[src/rtl/axi_lite_static_master.sv]
// axi_lite_static_master
// Turns single commands into AXI4-Lite transactions, one outstanding at most,
// with a per-phase watchdog that aborts a stuck transaction.
//
// Ports
//   CLK_IN_250, AXI_RESET_N  : clock (rising edge), async active-low reset
//   CMD_*                    : command in (valid/ready, write flag, addr, wdata, wstrb)
//   RSP_*                    : response out (valid/ready, rdata, resp, timeout flag)
//   M_AXI_LITE_aw/w/b/ar/r   : AXI4-Lite master channels
//   dbg_state                : current FSM state (encoding of state_t)
//
// Handshake rule on every channel: a transfer happens on a rising edge where
// valid and ready are both 1. The source holds valid and its payload steady until
// that edge. The only exception is a watchdog abort, which drops the master
// valids. Ready may change freely.
module axi_lite_static_master #(
    parameter int         TIMEOUT_CYCLES = 1024,
    parameter logic [2:0] PROT           = 3'b000
) (
    input  logic        CLK_IN_250,
    input  logic        AXI_RESET_N,
    input  logic        CMD_VALID,
    output logic        CMD_READY,
    input  logic        CMD_WRITE,
    input  logic [31:0] CMD_ADDR,
    input  logic [31:0] CMD_WDATA,
    input  logic [3:0]  CMD_WSTRB,
    output logic        RSP_VALID,
    input  logic        RSP_READY,
    output logic [31:0] RSP_RDATA,
    output logic [1:0]  RSP_RESP,
    output logic        RSP_TIMEOUT,
    output logic        M_AXI_LITE_awvalid,
    input  logic        M_AXI_LITE_awready,
    output logic [31:0] M_AXI_LITE_awaddr,
    output logic [2:0]  M_AXI_LITE_awprot,
    output logic        M_AXI_LITE_wvalid,
    input  logic        M_AXI_LITE_wready,
    output logic [31:0] M_AXI_LITE_wdata,
    output logic [3:0]  M_AXI_LITE_wstrb,
    input  logic        M_AXI_LITE_bvalid,
    output logic        M_AXI_LITE_bready,
    input  logic [1:0]  M_AXI_LITE_bresp,
    output logic        M_AXI_LITE_arvalid,
    input  logic        M_AXI_LITE_arready,
    output logic [31:0] M_AXI_LITE_araddr,
    output logic [2:0]  M_AXI_LITE_arprot,
    input  logic        M_AXI_LITE_rvalid,
    output logic        M_AXI_LITE_rready,
    input  logic [31:0] M_AXI_LITE_rdata,
    input  logic [1:0]  M_AXI_LITE_rresp,
    output logic [2:0]  dbg_state
);

    typedef enum logic [2:0] {
        S_IDLE    = 3'd0,
        S_WR_REQ  = 3'd1,
        S_WR_RESP = 3'd2,
        S_RD_REQ  = 3'd3,
        S_RD_DATA = 3'd4,
        S_RSP     = 3'd5
    } state_t;

    localparam logic [15:0] LIMIT = 16'(TIMEOUT_CYCLES - 1);

    state_t      state;
    state_t      next_state;
    logic        abort;
    // Low in reset and set on the first edge afterwards; keeps CMD_READY and the
    // drain readies low while reset is held even though the state is IDLE.
    logic        alive;
    logic [15:0] cnt;
    logic        aw_done;
    logic        w_done;
    logic [31:0] addr_q;
    logic [31:0] wdata_q;
    logic [3:0]  wstrb_q;
    logic [31:0] rsp_rdata_q;
    logic [1:0]  rsp_resp_q;
    logic        rsp_timeout_q;

    logic aw_ok;
    logic w_ok;
    logic limit_hit;
    logic cmd_fire;
    logic phase_active;

    assign aw_ok        = aw_done | (M_AXI_LITE_awvalid & M_AXI_LITE_awready);
    assign w_ok         = w_done  | (M_AXI_LITE_wvalid  & M_AXI_LITE_wready);
    assign limit_hit    = (cnt == LIMIT);
    assign cmd_fire     = CMD_VALID & CMD_READY;
    assign phase_active = (state == S_WR_REQ) || (state == S_WR_RESP) ||
                          (state == S_RD_REQ) || (state == S_RD_DATA);

    // State register
    always_ff @(posedge CLK_IN_250 or negedge AXI_RESET_N) begin
        if (!AXI_RESET_N) state <= S_IDLE;
        else              state <= next_state;
    end

    // Next state; a completing handshake is checked before the watchdog so that
    // it wins when both happen in the same cycle.
    always_comb begin
        next_state = state;
        abort      = 1'b0;
        case (state)
            S_IDLE:    if (cmd_fire) next_state = CMD_WRITE ? S_WR_REQ : S_RD_REQ;
            S_WR_REQ:  if (aw_ok && w_ok)          next_state = S_WR_RESP;
                       else if (limit_hit) begin next_state = S_RSP; abort = 1'b1; end
            S_WR_RESP: if (M_AXI_LITE_bvalid)      next_state = S_RSP;
                       else if (limit_hit) begin next_state = S_RSP; abort = 1'b1; end
            S_RD_REQ:  if (M_AXI_LITE_arready)     next_state = S_RD_DATA;
                       else if (limit_hit) begin next_state = S_RSP; abort = 1'b1; end
            S_RD_DATA: if (M_AXI_LITE_rvalid)      next_state = S_RSP;
                       else if (limit_hit) begin next_state = S_RSP; abort = 1'b1; end
            S_RSP:     if (RSP_READY)              next_state = S_IDLE;
            default:   next_state = S_IDLE;
        endcase
    end

    // Outputs; bready/rready stay high in IDLE and RSP to swallow late beats from
    // a slave whose transaction was aborted.
    always_comb begin
        CMD_READY          = alive && (state == S_IDLE);
        RSP_VALID          = (state == S_RSP);
        M_AXI_LITE_awvalid = (state == S_WR_REQ) && !aw_done;
        M_AXI_LITE_wvalid  = (state == S_WR_REQ) && !w_done;
        M_AXI_LITE_arvalid = (state == S_RD_REQ);
        M_AXI_LITE_bready  = alive && ((state == S_WR_RESP) || (state == S_IDLE) || (state == S_RSP));
        M_AXI_LITE_rready  = alive && ((state == S_RD_DATA) || (state == S_IDLE) || (state == S_RSP));
    end

    always_ff @(posedge CLK_IN_250 or negedge AXI_RESET_N) begin
        if (!AXI_RESET_N) begin
            alive         <= 1'b0;
            cnt           <= 16'd0;
            aw_done       <= 1'b0;
            w_done        <= 1'b0;
            addr_q        <= 32'd0;
            wdata_q       <= 32'd0;
            wstrb_q       <= 4'd0;
            rsp_rdata_q   <= 32'd0;
            rsp_resp_q    <= 2'b00;
            rsp_timeout_q <= 1'b0;
        end else begin
            alive <= 1'b1;

            if (next_state != state) cnt <= 16'd0;
            else if (phase_active)   cnt <= cnt + 16'd1;

            if (cmd_fire) begin
                addr_q  <= CMD_ADDR;
                wdata_q <= CMD_WDATA;
                wstrb_q <= CMD_WSTRB;
                aw_done <= 1'b0;
                w_done  <= 1'b0;
            end else if (state == S_WR_REQ) begin
                if (M_AXI_LITE_awvalid && M_AXI_LITE_awready) aw_done <= 1'b1;
                if (M_AXI_LITE_wvalid && M_AXI_LITE_wready)   w_done  <= 1'b1;
            end

            if (state != S_RSP && next_state == S_RSP) begin
                if (abort) begin
                    rsp_rdata_q   <= 32'd0;
                    rsp_resp_q    <= 2'b10;
                    rsp_timeout_q <= 1'b1;
                end else if (state == S_RD_DATA) begin
                    rsp_rdata_q   <= M_AXI_LITE_rdata;
                    rsp_resp_q    <= M_AXI_LITE_rresp;
                    rsp_timeout_q <= 1'b0;
                end else begin
                    rsp_rdata_q   <= 32'd0;
                    rsp_resp_q    <= M_AXI_LITE_bresp;
                    rsp_timeout_q <= 1'b0;
                end
            end
        end
    end

    assign M_AXI_LITE_awaddr = addr_q;
    assign M_AXI_LITE_awprot = PROT;
    assign M_AXI_LITE_wdata  = wdata_q;
    assign M_AXI_LITE_wstrb  = wstrb_q;
    assign M_AXI_LITE_araddr = addr_q;
    assign M_AXI_LITE_arprot = PROT;
    assign RSP_RDATA         = rsp_rdata_q;
    assign RSP_RESP          = rsp_resp_q;
    assign RSP_TIMEOUT       = rsp_timeout_q;
    assign dbg_state         = state;

endmodule

[config.mk]
export PLATFORM = sky130hd
export DESIGN_NAME = axi_lite_static_master
export DESIGN_NICKNAME = d
export VERILOG_FILES = /design/src/rtl/axi_lite_static_master.sv
export SDC_FILE = /design/constraint.sdc
export NUM_CORES = 1
export LEC_CHECK = 0
export BUFFER_PORTS_ARGS = -buffer_cell sky130_fd_sc_hd__clkbuf_2
export CAP_MARGIN = 25
export CORE_MARGIN = 1
export CORE_UTILIZATION = 30
export DETAILED_ROUTE_END_ITERATION = 10
export PLACE_DENSITY = 0.58
export SYNTH_ARGS = -nofsm -noshare
export SYNTH_HDL_FRONTEND = slang
export SYNTH_SLANG_ARGS = --single-unit
[constraint.sdc]
create_clock -name CLK_IN_250 -period 6 [get_ports CLK_IN_250]
set_input_delay 0.3 -clock CLK_IN_250 [delete_from_list [all_inputs] [get_ports CLK_IN_250]]
set_output_delay 0.3 -clock CLK_IN_250 [all_outputs]
set_load 0.05 [all_outputs]
==> impl_metrics.xml <==
<?xml version="1.0" encoding="UTF-8"?>
<metrics>
  <group name="worst_setup_path">
    <metric name="cell_class_contributing_the_biggest_share_of_worst_path_delay" unit="">compound AO/OA/AOI/OAI gates</metric>
    <metric name="critPathMaxFanout" unit="">70</metric>
    <metric name="cp_num_buf_inv" unit="">2</metric>
    <metric name="path_cells" unit="">nor4b_2 -&gt; nand2_2 -&gt; buf_4 -&gt; o211a_1 -&gt; a221o_1 -&gt; buf_4 -&gt; a22o_1</metric>
    <metric name="worst_path_most_repeated_cell" unit="">sky130_fd_sc_hd__buf_4</metric>
    <metric name="required" unit="ns">6.29</metric>
    <metric name="crit_type" unit="">flip-flop to flip-flop</metric>
    <metric name="crit_arrival" unit="ns">2.98</metric>
    <metric name="worst_setup_path_start_kind" unit="">flip-flop</metric>
    <metric name="cpPeakStageDelay" unit="ns">0.57</metric>
    <metric name="crit_path_top_delay_cell" unit="">sky130_fd_sc_hd__dfrtp_1</metric>
    <metric name="setup.worst_path.end_class" unit="">flip-flop</metric>
  </group>
  <group name="synth">
    <metric name="netlist.area_leader.share" unit="">0.5759</metric>
    <metric name="synth_enable_flop_cells" unit="">0</metric>
    <metric name="yosysWarningCount" unit="">0</metric>
    <metric name="synth_cell_types" unit="">48</metric>
    <metric name="postSynthCellCount" unit="">556</metric>
    <metric name="synth-main-ff-cell" unit="">sky130_fd_sc_hd__dfrtp_1</metric>
    <metric name="ys_seq_elements" unit="">125</metric>
    <metric name="synth.cell_area" unit="sq um">5431</metric>
    <metric name="synth_seq_area_share" unit="">0.5759</metric>
    <metric name="synth-async-reset-ratio" unit="">1.000</metric>
    <metric name="netlist.top_cell.by_area" unit="">sky130_fd_sc_hd__dfrtp_1</metric>
    <metric name="synth_area_leaders" unit="">sky130_fd_sc_hd__dfrtp_1 58%, sky130_fd_sc_hd__nand2_1 15%, sky130_fd_sc_hd__a22o_1 5.3%, sky130_fd_sc_hd__buf_4 5.3%, sky130_fd_sc_hd__nor3_1 1.7%</metric>
    <metric name="synthesized_area_per_cell" unit="sq um">9.769</metric>
  </group>
  <group name="sta">
    <metric name="finClkSkew" unit="ns">0.009139</metric>
    <metric name="report.final.setup_viol" unit="">0</metric>
    <metric name="max_slew.worst_pin.slew" unit="ns">0.9801</metric>
    <metric name="timing.setup.tns" unit="ns">0</metric>
    <metric name="setup_repair_after_global_routing_missed_its_margin" unit="">false</metric>
    <metric name="final.min_clock_period" unit="ns">2.684</metric>
    <metric name="max_clock_freq" unit="MHz">372.6</metric>
    <metric name="final-hold-violation-count" unit="">0</metric>
    <metric name="final_max_slew_viol_count" unit="">0</metric>
    <metric name="headroom_to_the_max_slew_limit" unit="">0.3406</metric>
    <metric name="post-route-period-util" unit="">0.4473</metric>
  </group>
  <group name="global_route">
    <metric name="globalRoute.totalOverflow" unit="">0</metric>
    <metric name="antenna_found_initial" unit="">1</metric>
    <metric name="global_route_wire_length_before_repair" unit="um">21800</metric>
    <metric name="grt_max_degree" unit="">71</metric>
    <metric name="grt_pass1_vias" unit="">4232</metric>
    <metric name="grtUsageTotal" unit="">0.1522</metric>
  </group>
  <group name="cts">
    <metric name="clock-root-buffer" unit="">sky130_fd_sc_hd__clkbuf_16</metric>
    <metric name="tritoncts" unit="">yes</metric>
    <metric name="cts_max_path_buffers" unit="">2</metric>
    <metric name="clock_latency_of_the_later_clocked_register_in_the_worst_skew_pair" unit="ns">0.41</metric>
    <metric name="worst_setup_hold_path_clk_slew" unit="ns">0.06</metric>
    <metric name="cts-htree-levels" unit="">4</metric>
    <metric name="cts_buffers" unit="">17</metric>
    <metric name="numClockSinks" unit="">125</metric>
    <metric name="postCtsSetupBuffers" unit="">0</metric>
  </group>
  <group name="place">
    <metric name="dpl_cell_area" unit="sq um">6671</metric>
    <metric name="portBuffers" unit="">258</metric>
    <metric name="hpwlAfterDp" unit="um">9792</metric>
    <metric name="finalWeightedCongestion" unit="">0.7067</metric>
  </group>
  <group name="die">
    <metric name="ioPinCount" unit="">265</metric>
    <metric name="floorplan.rows" unit="">48</metric>
    <metric name="vertical_extent_of_the_die" unit="um">136.6</metric>
    <metric name="die_area" unit="sq um">18650</metric>
    <metric name="placeableCoreArea" unit="sq um">17480</metric>
    <metric name="initial_utilization" unit="">0.3108</metric>
    <metric name="die_x" unit="um">136.6</metric>
  </group>
  <group name="detailed_routing">
    <metric name="route.vias.total" unit="">4559</metric>
    <metric name="via_per_inst" unit="">4.478</metric>
    <metric name="detail_route.drc_violations" unit="">0</metric>
    <metric name="detail_route.wirelength" unit="um">14170</metric>
    <metric name="drt_iter0_markers" unit="">256</metric>
    <metric name="wl_per_cell" unit="um">13.91</metric>
    <metric name="drt.antenna.violating_nets" unit="">0</metric>
    <metric name="drt_pre_antenna_iters" unit="">6</metric>
  </group>
  <group name="cells_and_area">
    <metric name="layout_commonest_cell" unit="">sky130_fd_sc_hd__clkbuf_2</metric>
    <metric name="post_route_cells_drive_above_1_share" unit="">0.3864</metric>
    <metric name="final_cell_area" unit="sq um">7242</metric>
    <metric name="fillerInstances" unit="">1762</metric>
    <metric name="layout.nets" unit="">894</metric>
    <metric name="area_growth_syn_to_layout" unit="%">33.33</metric>
    <metric name="layout_common_cells" unit="">257 x sky130_fd_sc_hd__clkbuf_2, 212 x sky130_fd_sc_hd__nand2_1, 125 x sky130_fd_sc_hd__dfrtp_1</metric>
  </group>
  <group name="min_path">
    <metric name="min_path_type" unit="">primary input to flip-flop</metric>
  </group>
  <group name="run_status">
    <metric name="result_of_the_run" unit="">finished clean</metric>
  </group>
  <group name="run">
    <metric name="drv.max_cap_violation_count" unit="">0</metric>
  </group>
</metrics>
## Yosys cell counts, types with 3 or more instances
cell type,number
sky130_fd_sc_hd__nand3_1,8
sky130_fd_sc_hd__xor2_1,9
sky130_fd_sc_hd__nor3_1,18
sky130_fd_sc_hd__buf_2,3
sky130_fd_sc_hd__and3_1,3
sky130_fd_sc_hd__nand2b_1,3
sky130_fd_sc_hd__xnor2_1,6
sky130_fd_sc_hd__nand4_1,5
sky130_fd_sc_hd__o21ai_0,4
sky130_fd_sc_hd__nor2_1,7
sky130_fd_sc_hd__inv_1,6
sky130_fd_sc_hd__buf_4,38
sky130_fd_sc_hd__and2_1,5
sky130_fd_sc_hd__a21oi_1,6
sky130_fd_sc_hd__clkbuf_1,22
sky130_fd_sc_hd__dfrtp_1,125
sky130_fd_sc_hd__mux2i_1,3
sky130_fd_sc_hd__a22o_1,33
sky130_fd_sc_hd__nand2_1,213
sky130_fd_sc_hd__buf_6,4
## stage by stage
step / std cells / setup WS [ns] / hold slack [ns] / util
after CTS: 1017 / 3.301 / 0.05375 / 0.4142
after global routing: 1018 / 3.086 / 0.06150 / 0.4144
after detailed placement: 984 / 3.328 / 0.3334 / 0.3817
final: 1018 / 3.316 / 0.07152 / 0.4144
after global placement: 983 / 3.386 / 0.4577 / 0.3806
after floorplan: 561 / 2.784 / 0.004409 / -
## path summary, 6_finish.rpt
check,slack (ns),endpoint,cells past startpoint,from
min reg2reg,0.47,M_AXI_LITE_wdata[2],2,M_AXI_LITE_wdata[2]
min in group asynchronous,0.42,M_AXI_LITE_araddr[12],2,AXI_RESET_N
min,0.07,M_AXI_LITE_wdata[0],3,CMD_WDATA[0]
max,3.32,RSP_RDATA[19],7,dbg_state[1]
max in group asynchronous,4.32,cnt[0],4,AXI_RESET_N
max reg2reg,3.32,RSP_RDATA[19],7,dbg_state[1]
## repair_timing
| action | in CTS | in global routing |
|---|---|---|
| hold buffers | 1 | 0 |
| endpoints found under the hold margin | 43 | 0 |
| resized for setup | 0 | 0 |
## layer usage
layer / vias to the layer above / wire (um) / GRT usage
met2: 176 / 6686 / 0.2411
met4: 0 / 371 / 0.07099
met5: - / 0 / 0
li1: 2233 / - / -
met3: 22 / 925 / 0.04148
met1: 2128 / 6181 / 0.1923
## kinds of logic after synthesis
kind of cell | Yosys count | share of synthesized area
AO/OA/AOI/OAI | 59 | 0.08593
XOR/XNOR | 15 | 0.02419
adder cells (fa/ha/maj) | 1 | 0.002303
buffers and inverters | 73 | 0.08293
flip-flops | 125 | 0.5759
multiplexers | 4 | 0.007602
other | 2 | 0.001383
AND/OR/NAND/NOR | 277 | 0.2198
## registers in the layout (all words and copies together), names as in the netlist
name,count
alive,1
aw_done,1
M_AXI_LITE_wdata,32
M_AXI_LITE_araddr,32
w_done,1
RSP_RESP,2
RSP_RDATA,32
RSP_TIMEOUT,1
cnt,16
M_AXI_LITE_wstrb,4
dbg_state,3
## worst register-to-register path: stages (launching register included)
cell and delay (ns):
sky130_fd_sc_hd__dfrtp_1 0.57, sky130_fd_sc_hd__nor4b_2 0.46, sky130_fd_sc_hd__nand2_2 0.08, sky130_fd_sc_hd__buf_4 0.38, sky130_fd_sc_hd__o211a_1 0.27, sky130_fd_sc_hd__a221o_1 0.31
sky130_fd_sc_hd__buf_4 0.25, sky130_fd_sc_hd__a22o_1 0.25
## final cells by class
type	count	area, sq um	share of cell area
flip-flops and latches	125	3128	0.4319
multi-input cells	363	1881	0.2597
repair buffers	266	1369	0.1890
clock buffers	19	452.9	0.06254
well taps	225	281.5	0.03887
clock inverters	13	105.1	0.01451
inverters	6	22.52	0.003110
diodes	1	2.502	0.0003455
Power is not shown: default switching activity piles up to over one toggle a cycle in this logic, so the estimate is an artifact.
